File: config.mk
export PLATFORM = sky130hd
export DESIGN_NAME = matmul_sequencer
export DESIGN_NICKNAME = d
export VERILOG_FILES = /design/src/rtl/matmul_sequencer.sv
export SDC_FILE = /design/constraint.sdc
export NUM_CORES = 1
export LEC_CHECK = 0
export ABC_AREA = 1
export CAP_MARGIN = 20
export CORE_UTILIZATION = 57
export DETAILED_ROUTE_END_ITERATION = 16
export GPL_TIMING_DRIVEN = 0
export HOLD_SLACK_MARGIN = 0.08
export PLACE_DENSITY = 0.8
export SETUP_SLACK_MARGIN = 0.02
export SLEW_MARGIN = 30
export SYNTH_ARGS = -nofsm -noshare
export SYNTH_HDL_FRONTEND = slang
export SYNTH_SLANG_ARGS = --single-unit
export TNS_END_PERCENT = 5
File: constraint.sdc
create_clock -name wb_clk_i -period 6.9 [get_ports wb_clk_i]
set_input_delay 1.38 -clock wb_clk_i [delete_from_list [all_inputs] [get_ports wb_clk_i]]
set_output_delay 1.38 -clock wb_clk_i [all_outputs]
set_load 0.01 [all_outputs]
File: src/rtl/matmul_sequencer.sv
// Drives one shared MAC through C = A x B, one MAC per cycle, with a 2-stage
// read/accumulate pipeline feeding result-memory writes.
//
// state | meaning
// IDLE  | waiting for start; rejects out-of-range dimensions
// RUN   | issuing one operand read per cycle, k fastest, then j, then i
// DRAIN | reads finished, waiting for the final result write
module matmul_sequencer #(
  parameter int DIM_BITS = 4,
  parameter int DATA_W   = 32,
  parameter int ACC_W    = 32
) (
  input  logic                  wb_clk_i,
  input  logic                  wb_rst_i,
  input  logic                  start_i,
  input  logic                  abort_i,
  input  logic [DIM_BITS:0]     dim_m_i,
  input  logic [DIM_BITS:0]     dim_k_i,
  input  logic [DIM_BITS:0]     dim_n_i,
  output logic                  busy_o,
  output logic                  done_o,
  output logic                  err_o,
  output logic                  rd_en_o,
  output logic [2*DIM_BITS-1:0] a_addr_o,
  output logic [2*DIM_BITS-1:0] b_addr_o,
  input  logic [DATA_W-1:0]     a_data_i,
  input  logic [DATA_W-1:0]     b_data_i,
  output logic                  c_wr_en_o,
  output logic [2*DIM_BITS-1:0] c_addr_o,
  output logic [ACC_W-1:0]      c_data_o
);

  localparam int AW = 2 * DIM_BITS;
  localparam logic [DIM_BITS:0] DIM_MAX = {1'b1, {DIM_BITS{1'b0}}};
  localparam logic [DIM_BITS:0] DIM_ONE = (DIM_BITS + 1)'(1);

  typedef enum logic [1:0] {S_IDLE, S_RUN, S_DRAIN} state_t;

  state_t r_state, w_state_nxt;

  logic [DIM_BITS-1:0] r_m_max, r_k_max, r_n_max;
  logic [DIM_BITS-1:0] r_i, r_j, r_k;

  logic          r_s1_valid, r_s1_first, r_s1_last;
  logic [AW-1:0] r_s1_addr;

  logic [ACC_W-1:0] r_acc, r_c_data;
  logic [AW-1:0]    r_c_addr;
  logic             r_c_wr_en, r_done, r_err;

  logic             w_dims_ok, w_accept, w_reject, w_drain_done, w_abort;
  logic             w_issue, w_k_wrap, w_j_wrap, w_last_issue;
  logic [ACC_W-1:0] w_prod, w_sum;

  assign w_dims_ok = (dim_m_i != '0) && (dim_m_i <= DIM_MAX) &&
                     (dim_k_i != '0) && (dim_k_i <= DIM_MAX) &&
                     (dim_n_i != '0) && (dim_n_i <= DIM_MAX);

  assign w_issue      = (r_state == S_RUN);
  assign w_abort      = abort_i && (r_state != S_IDLE);
  assign w_k_wrap     = (r_k == r_k_max);
  assign w_j_wrap     = (r_j == r_n_max);
  assign w_last_issue = w_k_wrap && w_j_wrap && (r_i == r_m_max);

  always_ff @(posedge wb_clk_i or negedge wb_rst_i) begin
    if (!wb_rst_i) r_state <= S_IDLE;
    else           r_state <= w_state_nxt;
  end

  always_comb begin
    w_state_nxt  = r_state;
    w_accept     = 1'b0;
    w_reject     = 1'b0;
    w_drain_done = 1'b0;
    case (r_state)
      S_IDLE: begin
        if (start_i) begin
          if (w_dims_ok) begin
            w_accept    = 1'b1;
            w_state_nxt = S_RUN;
          end else begin
            w_reject = 1'b1;
          end
        end
      end
      S_RUN: begin
        if (abort_i)           w_state_nxt = S_IDLE;
        else if (w_last_issue) w_state_nxt = S_DRAIN;
      end
      S_DRAIN: begin
        // With K=1 writes arrive every cycle, so the final one is the write
        // that has no further dot product behind it in stage 1.
        if (abort_i) begin
          w_state_nxt = S_IDLE;
        end else if (r_c_wr_en && !r_s1_valid) begin
          w_drain_done = 1'b1;
          w_state_nxt  = S_IDLE;
        end
      end
      default: w_state_nxt = S_IDLE;
    endcase
  end

  always_ff @(posedge wb_clk_i or negedge wb_rst_i) begin
    if (!wb_rst_i) begin
      r_m_max <= '0;
      r_k_max <= '0;
      r_n_max <= '0;
      r_i     <= '0;
      r_j     <= '0;
      r_k     <= '0;
    end else if (w_accept) begin
      r_m_max <= DIM_BITS'(dim_m_i - DIM_ONE);
      r_k_max <= DIM_BITS'(dim_k_i - DIM_ONE);
      r_n_max <= DIM_BITS'(dim_n_i - DIM_ONE);
      r_i     <= '0;
      r_j     <= '0;
      r_k     <= '0;
    end else if (w_issue && !abort_i) begin
      if (w_k_wrap) begin
        r_k <= '0;
        if (w_j_wrap) begin
          r_j <= '0;
          r_i <= r_i + 1'b1;
        end else begin
          r_j <= r_j + 1'b1;
        end
      end else begin
        r_k <= r_k + 1'b1;
      end
    end
  end

  always_ff @(posedge wb_clk_i or negedge wb_rst_i) begin
    if (!wb_rst_i) begin
      r_s1_valid <= 1'b0;
      r_s1_first <= 1'b0;
      r_s1_last  <= 1'b0;
      r_s1_addr  <= '0;
    end else if (w_abort) begin
      r_s1_valid <= 1'b0;
    end else begin
      r_s1_valid <= w_issue;
      r_s1_first <= (r_k == '0);
      r_s1_last  <= w_k_wrap;
      r_s1_addr  <= {r_i, r_j};
    end
  end

  // Low ACC_W bits of the product only depend on the operands, so the cast
  // gives the truncated signed product directly.
  assign w_prod = ACC_W'($signed(a_data_i) * $signed(b_data_i));
  assign w_sum  = (r_s1_first ? '0 : r_acc) + w_prod;

  always_ff @(posedge wb_clk_i or negedge wb_rst_i) begin
    if (!wb_rst_i) begin
      r_acc     <= '0;
      r_c_wr_en <= 1'b0;
      r_c_addr  <= '0;
      r_c_data  <= '0;
    end else if (w_abort) begin
      r_c_wr_en <= 1'b0;
    end else begin
      r_c_wr_en <= r_s1_valid && r_s1_last;
      if (r_s1_valid) begin
        r_acc <= w_sum;
        if (r_s1_last) begin
          r_c_addr <= r_s1_addr;
          r_c_data <= w_sum;
        end
      end
    end
  end

  always_ff @(posedge wb_clk_i or negedge wb_rst_i) begin
    if (!wb_rst_i) begin
      r_done <= 1'b0;
      r_err  <= 1'b0;
    end else begin
      r_done <= w_reject || w_drain_done;
      if (w_reject)      r_err <= 1'b1;
      else if (w_accept) r_err <= 1'b0;
    end
  end

  assign busy_o    = (r_state != S_IDLE);
  assign done_o    = r_done;
  assign err_o     = r_err;
  assign rd_en_o   = w_issue;
  assign a_addr_o  = {r_i, r_k};
  assign b_addr_o  = {r_k, r_j};
  assign c_wr_en_o = r_c_wr_en;
  assign c_addr_o  = r_c_addr;
  assign c_data_o  = r_c_data;

endmodule

==> metrics.md, run 1 <==
| Metric | Value |
|---|---|
| Outcome | complete, but fails checks |
| Failing checks | negative setup slack |
| Io pins | 144 |
| WL met1 | 31.2 mm |
| Hold crit path type | flop to flop |
| Worst-Margin Slew | 0.756 ns |
| Syn_area_per_cell | 7.58 µm² |
| Gp weighted congestion | 1.01 |
| Final cell count without fillers | 3841 |
| Yosys cell types | 54 |
| Fillers | 3161 |
| Finished Core Util | 0.712 |
| Residual DRC | 0 |
| P&R area growth vs syn | 22.1% |
| Synth area leaders | fa_1, inv_1, nand2_1 |
| TritonCTS Buffers | 9 |
| RSZ-0062 raised after global routing | true |
| WHS Path Cells | 2 |
| Worst Path Arrival | 7.87 ns |
| Overall Global Routing Usage | 0.393 |
| Final WL | 80.8 mm |
| Setup-failing EPs final | 30 |
| FF-to-FF path depth | 28 |
| Place WS | -2.60 ns |
| Clk sinks | 112 |
| Vias per cell | 5.41 |
| CP Max Fanout | 10 |
| Yosys top cell area share | 0.375 |
| Largest net degree at the start of global routing | 73 |
| Die footprint | 0.0418 mm² |
| Post-DP HPWL | 63.8 mm |
| Max Used Layer | met5 |
| Final hold vios | 0 |
| Synth area leader | fa_1 |
| Max Slew Vio Count | 0 |
| Vias in the first global route | 21.6k |
| Wire length of the first global-routing pass | 121 mm |
| Relative slew slack | 0.496 |
| Max frequency | 131 MHz |
| Critical Path Source Type | input port |
| Layout Skew | 0.0139 ns |
| WS Path Type | input port to flop |
| Clock-pin slew on the worst setup and hold paths | 0.08 ns |
| Seq cells post-synth | 112 |
| H-tree level count | 3 |
| Die height | 205 µm |
| Initial antenna violation count | 3 |
| Drt first pass iters | 9 |
| Wirelength per Cell | 21.0 µm |
| Starting utilization of the core area | 0.583 |
| Port Buf Inserts | 119 |
| Final worst-path setup slack | -0.711 ns |
| Period utilization | 1.10 |
| CTS tree | built |
| Worst path required time | 7.16 ns |
| Root Buffer | clkbuf_16 |
| Setup crit end kind | flop |
| Detailed-route via count | 20.8k |
| Max cap viols | 0 |
| Ys Warns | 0 |
| Mapped Area | 0.0234 mm² |
| CTS max path bufs | 2 |
| Core area | 0.0401 mm² |
| Period minus WS final | 7.61 ns |
| Nets@finish | 3991 |
| Total grt overflow | 0 |
| Cell count after synthesis | 3083 |
| Die Wd | 205 µm |
| # rows | 73 |
| Antenna Cells | 0 |
| Register area share after synthesis | 0.120 |
| 1st-iter DRT viols | 2007 |
| Met3 WL | 9.28 mm |
| Layout cells sized above 1 | 0.146 |
| ANT nets after route | 0 |
| Post-Syn Nets | 3762 |
| Clk Latency, worst-skew pair | 0.36 ns |
| Routed wire length on met2 | 35.7 mm |
| Placed Cells | 3728 |
registers in the layout (all words and copies together), names as in the netlist, 4 cells and up:
signal	cells
c_addr_o	8
r_j	4
r_acc	32
r_k	4
r_s1_addr	8
c_data_o	32
r_n_max	4
r_i	4
r_k_max	4
r_m_max	4
final timing paths:
path | from | slack [ns] | to
worst min register to register | r_s1_addr[7] | 0.48 | c_addr_o[7]
min in group asynchronous | wb_rst_i | 0.93 | r_i[2]
worst max register to register | r_s1_first | -0.38 | r_acc[28]
max in group asynchronous | wb_rst_i | 5.26 | c_data_o[23]
worst max-delay path | a_data_i[4] | -0.71 | r_acc[28]
worst min-delay path | r_s1_addr[7] | 0.48 | c_addr_o[7]
cells in the final DEF, fill, tap and decap left out, types with 35 or more instances in the layout:
master and instances:
nor2_1 40, dfrtp_1 112, fa_2 45, fa_1 393
clkdlybuf4s50_1 86, inv_2 45, clkbuf_16 35, buf_4 94
inv_1 948, nand3_1 63, ha_1 138, o21ai_0 76
nand2_1 840
final cells by class:
cell class | count | area, µm² | share of cell area
tap | 525 | 657 | 0.0230
clock inverter | 6 | 57.6 | 0.00202
multi-input combinational | 1847 | 17100 | 0.600
clock buffer | 9 | 225 | 0.00789
buffer | 124 | 1700 | 0.0595
inverter | 995 | 3740 | 0.131
sequential | 112 | 2800 | 0.0982
timing repair buffer | 223 | 2230 | 0.0783
synthesized netlist by cell type (all sizes together):
library cell    n
nor2           53
o22ai           2
a31oi           1
nand3b          7
clkbuf         93
nand4          11
ha            158
a21boi          4
fa            438
nor3           12
o31ai           1
nor4            1
or2             9
xor2           24
a21o            1
xnor2          19
nand2         881
nand3          80
nor3b           1
a221oi          1
a21oi          35
inv           995
buf            35
and3            2
o21a            4
o21ai          93
o21bai          3
bufbuf          1
o211ai          1
mux2i           1
a211oi          2
dfrtp         112
o32ai           2
metrics by stage:
stage                     hold slack (ns)  setup TNS, ns  area (µm²)
after global placement              0.452         -89.07       25600
after detailed placement            0.467         -90.21       25700
after global routing                0.511         -16.30       28500
final                               0.480         -11.01       28500
after floorplan                     0.442          -4.31       23800
after CTS                           0.486         -14.14       27400
layer usage:
metal,GRT usage,vias up
met4,0.184,8
li1,-,9094
met3,0.115,248
met1,0.513,10317
met5,0.0179,-
met2,0.602,1123
timing repair:
| item | CTS | global route |
|---|---|---|
| hold buffers | 0 | 0 |
| gates cloned | 0 | 7 |
| endpoints found under the setup margin | 46 | 40 |
| gates resized for setup | 365 | 253 |
| pin swaps | 75 | 130 |
| setup buffers | 51 | 45 |
cells by family after synthesis:
logic type      after synthesis  share of synthesized area
buf+inv                    1124                      0.184
xor+xnor                     43                     0.0161
flops                       112                      0.120
mux                           1                   0.000428
simple gates               1057                      0.183
compound gates              150                     0.0365
fa+ha+maj                   596                      0.460
critical path, cell delays in order:
cell and delay, ns:
buf_4 0.25, clkbuf_4 0.37, nand2_1 0.13, fa_1 0.45, fa_1 0.46, fa_1 0.49, inv_1 0.06, fa_2 0.36
fa_1 0.53, fa_2 0.50, fa_1 0.50, inv_1 0.05, fa_1 0.55, inv_2 0.05, ha_4 0.30, nand2_4 0.07
nor2_4 0.09, and3_4 0.22, nand4_1 0.22, nand3_2 0.17, nand3_2 0.11, nand2_4 0.10, a21boi_2 0.06, or2_1 0.23
nand3_1 0.09, nand2_1 0.05
Power of run 1 is not shown: default switching activity piles up to over one toggle a cycle in this logic, so the estimate is an artifact.
==> run 2: changes to the inputs <==
--- a/config.mk
+++ b/config.mk
@@ -11,7 +11,7 @@
 export DETAILED_ROUTE_END_ITERATION = 16
 export GPL_TIMING_DRIVEN = 0
 export HOLD_SLACK_MARGIN = 0.08
-export PLACE_DENSITY = 0.8
+export PLACE_DENSITY = 0.87
 export SETUP_SLACK_MARGIN = 0.02
 export SLEW_MARGIN = 30
 export SYNTH_ARGS = -nofsm -noshare
==> run 2 against run 1 <==
  * Via count is 3.9% higher
  * Sequential cell count stayed put
  * Clock skew is 0.0086 ns lower
  * Largest cell class unchanged
  * Hold slack better by 0.0025 ns
  * Global-route usage is 0.26 points higher
  * The run still ends with negative setup slack left
  * Register-to-register slack worse by 0.24 ns
==> metrics.md, run 2 (same netlist as run 1, synthesis figures left out) <==
| Metric | Value |
|---|---|
| Outcome | complete, but fails checks |
| Failing checks | negative setup slack |
| CP Max Fanout | 10 |
| Initial antenna violation count | 1 |
| CTS tree | built |
| H-tree level count | 3 |
| Period utilization | 1.11 |
| P&R area growth vs syn | 21.4% |
| Period minus WS final | 7.63 ns |
| Clk sinks | 112 |
| Starting utilization of the core area | 0.583 |
| Commonest non-fill, non-tap cell in the layout | inv_1 |
| Worst path required time | 7.15 ns |
| CTS max path bufs | 2 |
| Vias in the first global route | 22.3k |
| Worst Path Arrival | 7.89 ns |
| Placed Cells | 3728 |
| Vias per cell | 5.61 |
| RSZ-0062 raised after global routing | true |
| Gp weighted congestion | 1.01 |
| Max Slew Vio Count | 0 |
| Wirelength per Cell | 21.3 µm |
| Overall Global Routing Usage | 0.396 |
| Hold slack | 0.483 ns |
| Finished Core Util | 0.708 |
| Place WS | -2.51 ns |
| Setup crit end kind | flop |
| Die height | 205 µm |
| Layout cells sized above 1 | 0.143 |
| Residual DRC | 0 |
| Die Wd | 205 µm |
| Critical Path Source Type | input port |
| Antenna Cells | 0 |
| Port Buf Inserts | 119 |
| Clock-pin slew on the worst setup and hold paths | 0.07 ns |
| Total grt overflow | 0 |
| Wire length of the first global-routing pass | 123 mm |
| CP dominant cell by count | fa_1 |
| Nets@finish | 3998 |
| Crit-path slowest cell | fa_2 |
| Post-DP HPWL | 57.6 mm |
| Max cap viols | 0 |
| TritonCTS Buffers | 9 |
| Final cell count without fillers | 3849 |
| Most frequent cells in the layout | inv_1, nand2_1, fa_1 |
| CP max stage delay | 0.61 ns |
| Setup-failing EPs final | 39 |
| Hold crit path type | flop to flop |
| Root Buffer | clkbuf_16 |
| Die footprint | 0.0418 mm² |
| Max frequency | 131 MHz |
| 1st-iter DRT viols | 2716 |
| Worst-Margin Slew | 0.618 ns |
| Core area | 0.0401 mm² |
| WS Path Type | input port to flop |
| Io pins | 144 |
| ANT nets after route | 0 |
| Relative slew slack | 0.588 |
| Layout Skew | 0.00532 ns |
| Detailed-route via count | 21.6k |
| # rows | 73 |
| Final worst-path setup slack | -0.735 ns |
| Largest net degree at the start of global routing | 74 |
| Drt first pass iters | 8 |
| Final hold vios | 0 |
| Clk Latency, worst-skew pair | 0.36 ns |
| Final WL | 82.0 mm |
-- run 2: cell types whose count changed in the layout (fill, tap and decap cells not counted), moves of 6 or more --
cell and change:
clkbuf_8 +23, buf_12 -15, buf_4 +8, nand2_1 +6, buf_8 -7
-- run 2: path summary, 6_finish.rpt --
kind	start	endpoint	slack, ns	depth (start not counted)
setup / recovery	a_data_i[8]	r_acc[28]	-0.73	28
setup reg to reg	r_s1_first	c_data_o[31]	-0.62	27
min in group asynchronous	wb_rst_i	r_n_max[1]	0.92	1
hold reg to reg	c_data_o[24]	c_data_o[24]	0.48	2
hold / removal	c_data_o[24]	c_data_o[24]	0.48	2
max in group asynchronous	wb_rst_i	c_addr_o[7]	5.31	2
-- run 2: worst max-delay path: cells and delay by family --
kind,cells,cell delay [ns]
buffers and inverters,7,0.84
adders and majority gates,9,4.17
AOI/OAI and AO/OA,1,0.06
and+or+nand+nor,11,1.43
-- run 2: timing repair --
action / 4_1_cts / 5_1_grt
gates resized for setup: 447 / 94
setup endpoints to repair: 46 / 43
gates cloned: 1 / 0
pin swaps: 134 / 44
setup buffers: 96 / 8
hold buffers: 0 / 0
-- run 2: final cells by class --
type,instances,area (µm²)
inverters,995,3740
clock buffers,11,243
clock inverters,5,40.0
flip-flops and latches,112,2800
well taps,525,657
repair buffers,225,2090
multi-input cells,1847,17000
fillers,2699,11700
plain buffers,129,1770
-- run 2: routing by layer --
metal	share of wire	GRT usage	up-vias
met5	0.00093	0	-
met4	0.091	0.280	4
met3	0.14	0.143	532
met2	0.43	0.596	1630
met1	0.33	0.472	10340
li1	-	-	9102
-- run 2: stage by stage --
step | area, µm² | setup TNS (ns)
3_3_place_gp | 25600 | -83.19
3_5_place_dp | 25700 | -86.62
6_report | 28400 | -14.84
4_1_cts | 28100 | -10.84
5_1_grt | 28400 | -19.90
2_1_floorplan | 23800 | -4.31
Power of run 2 is left out for the same reason.
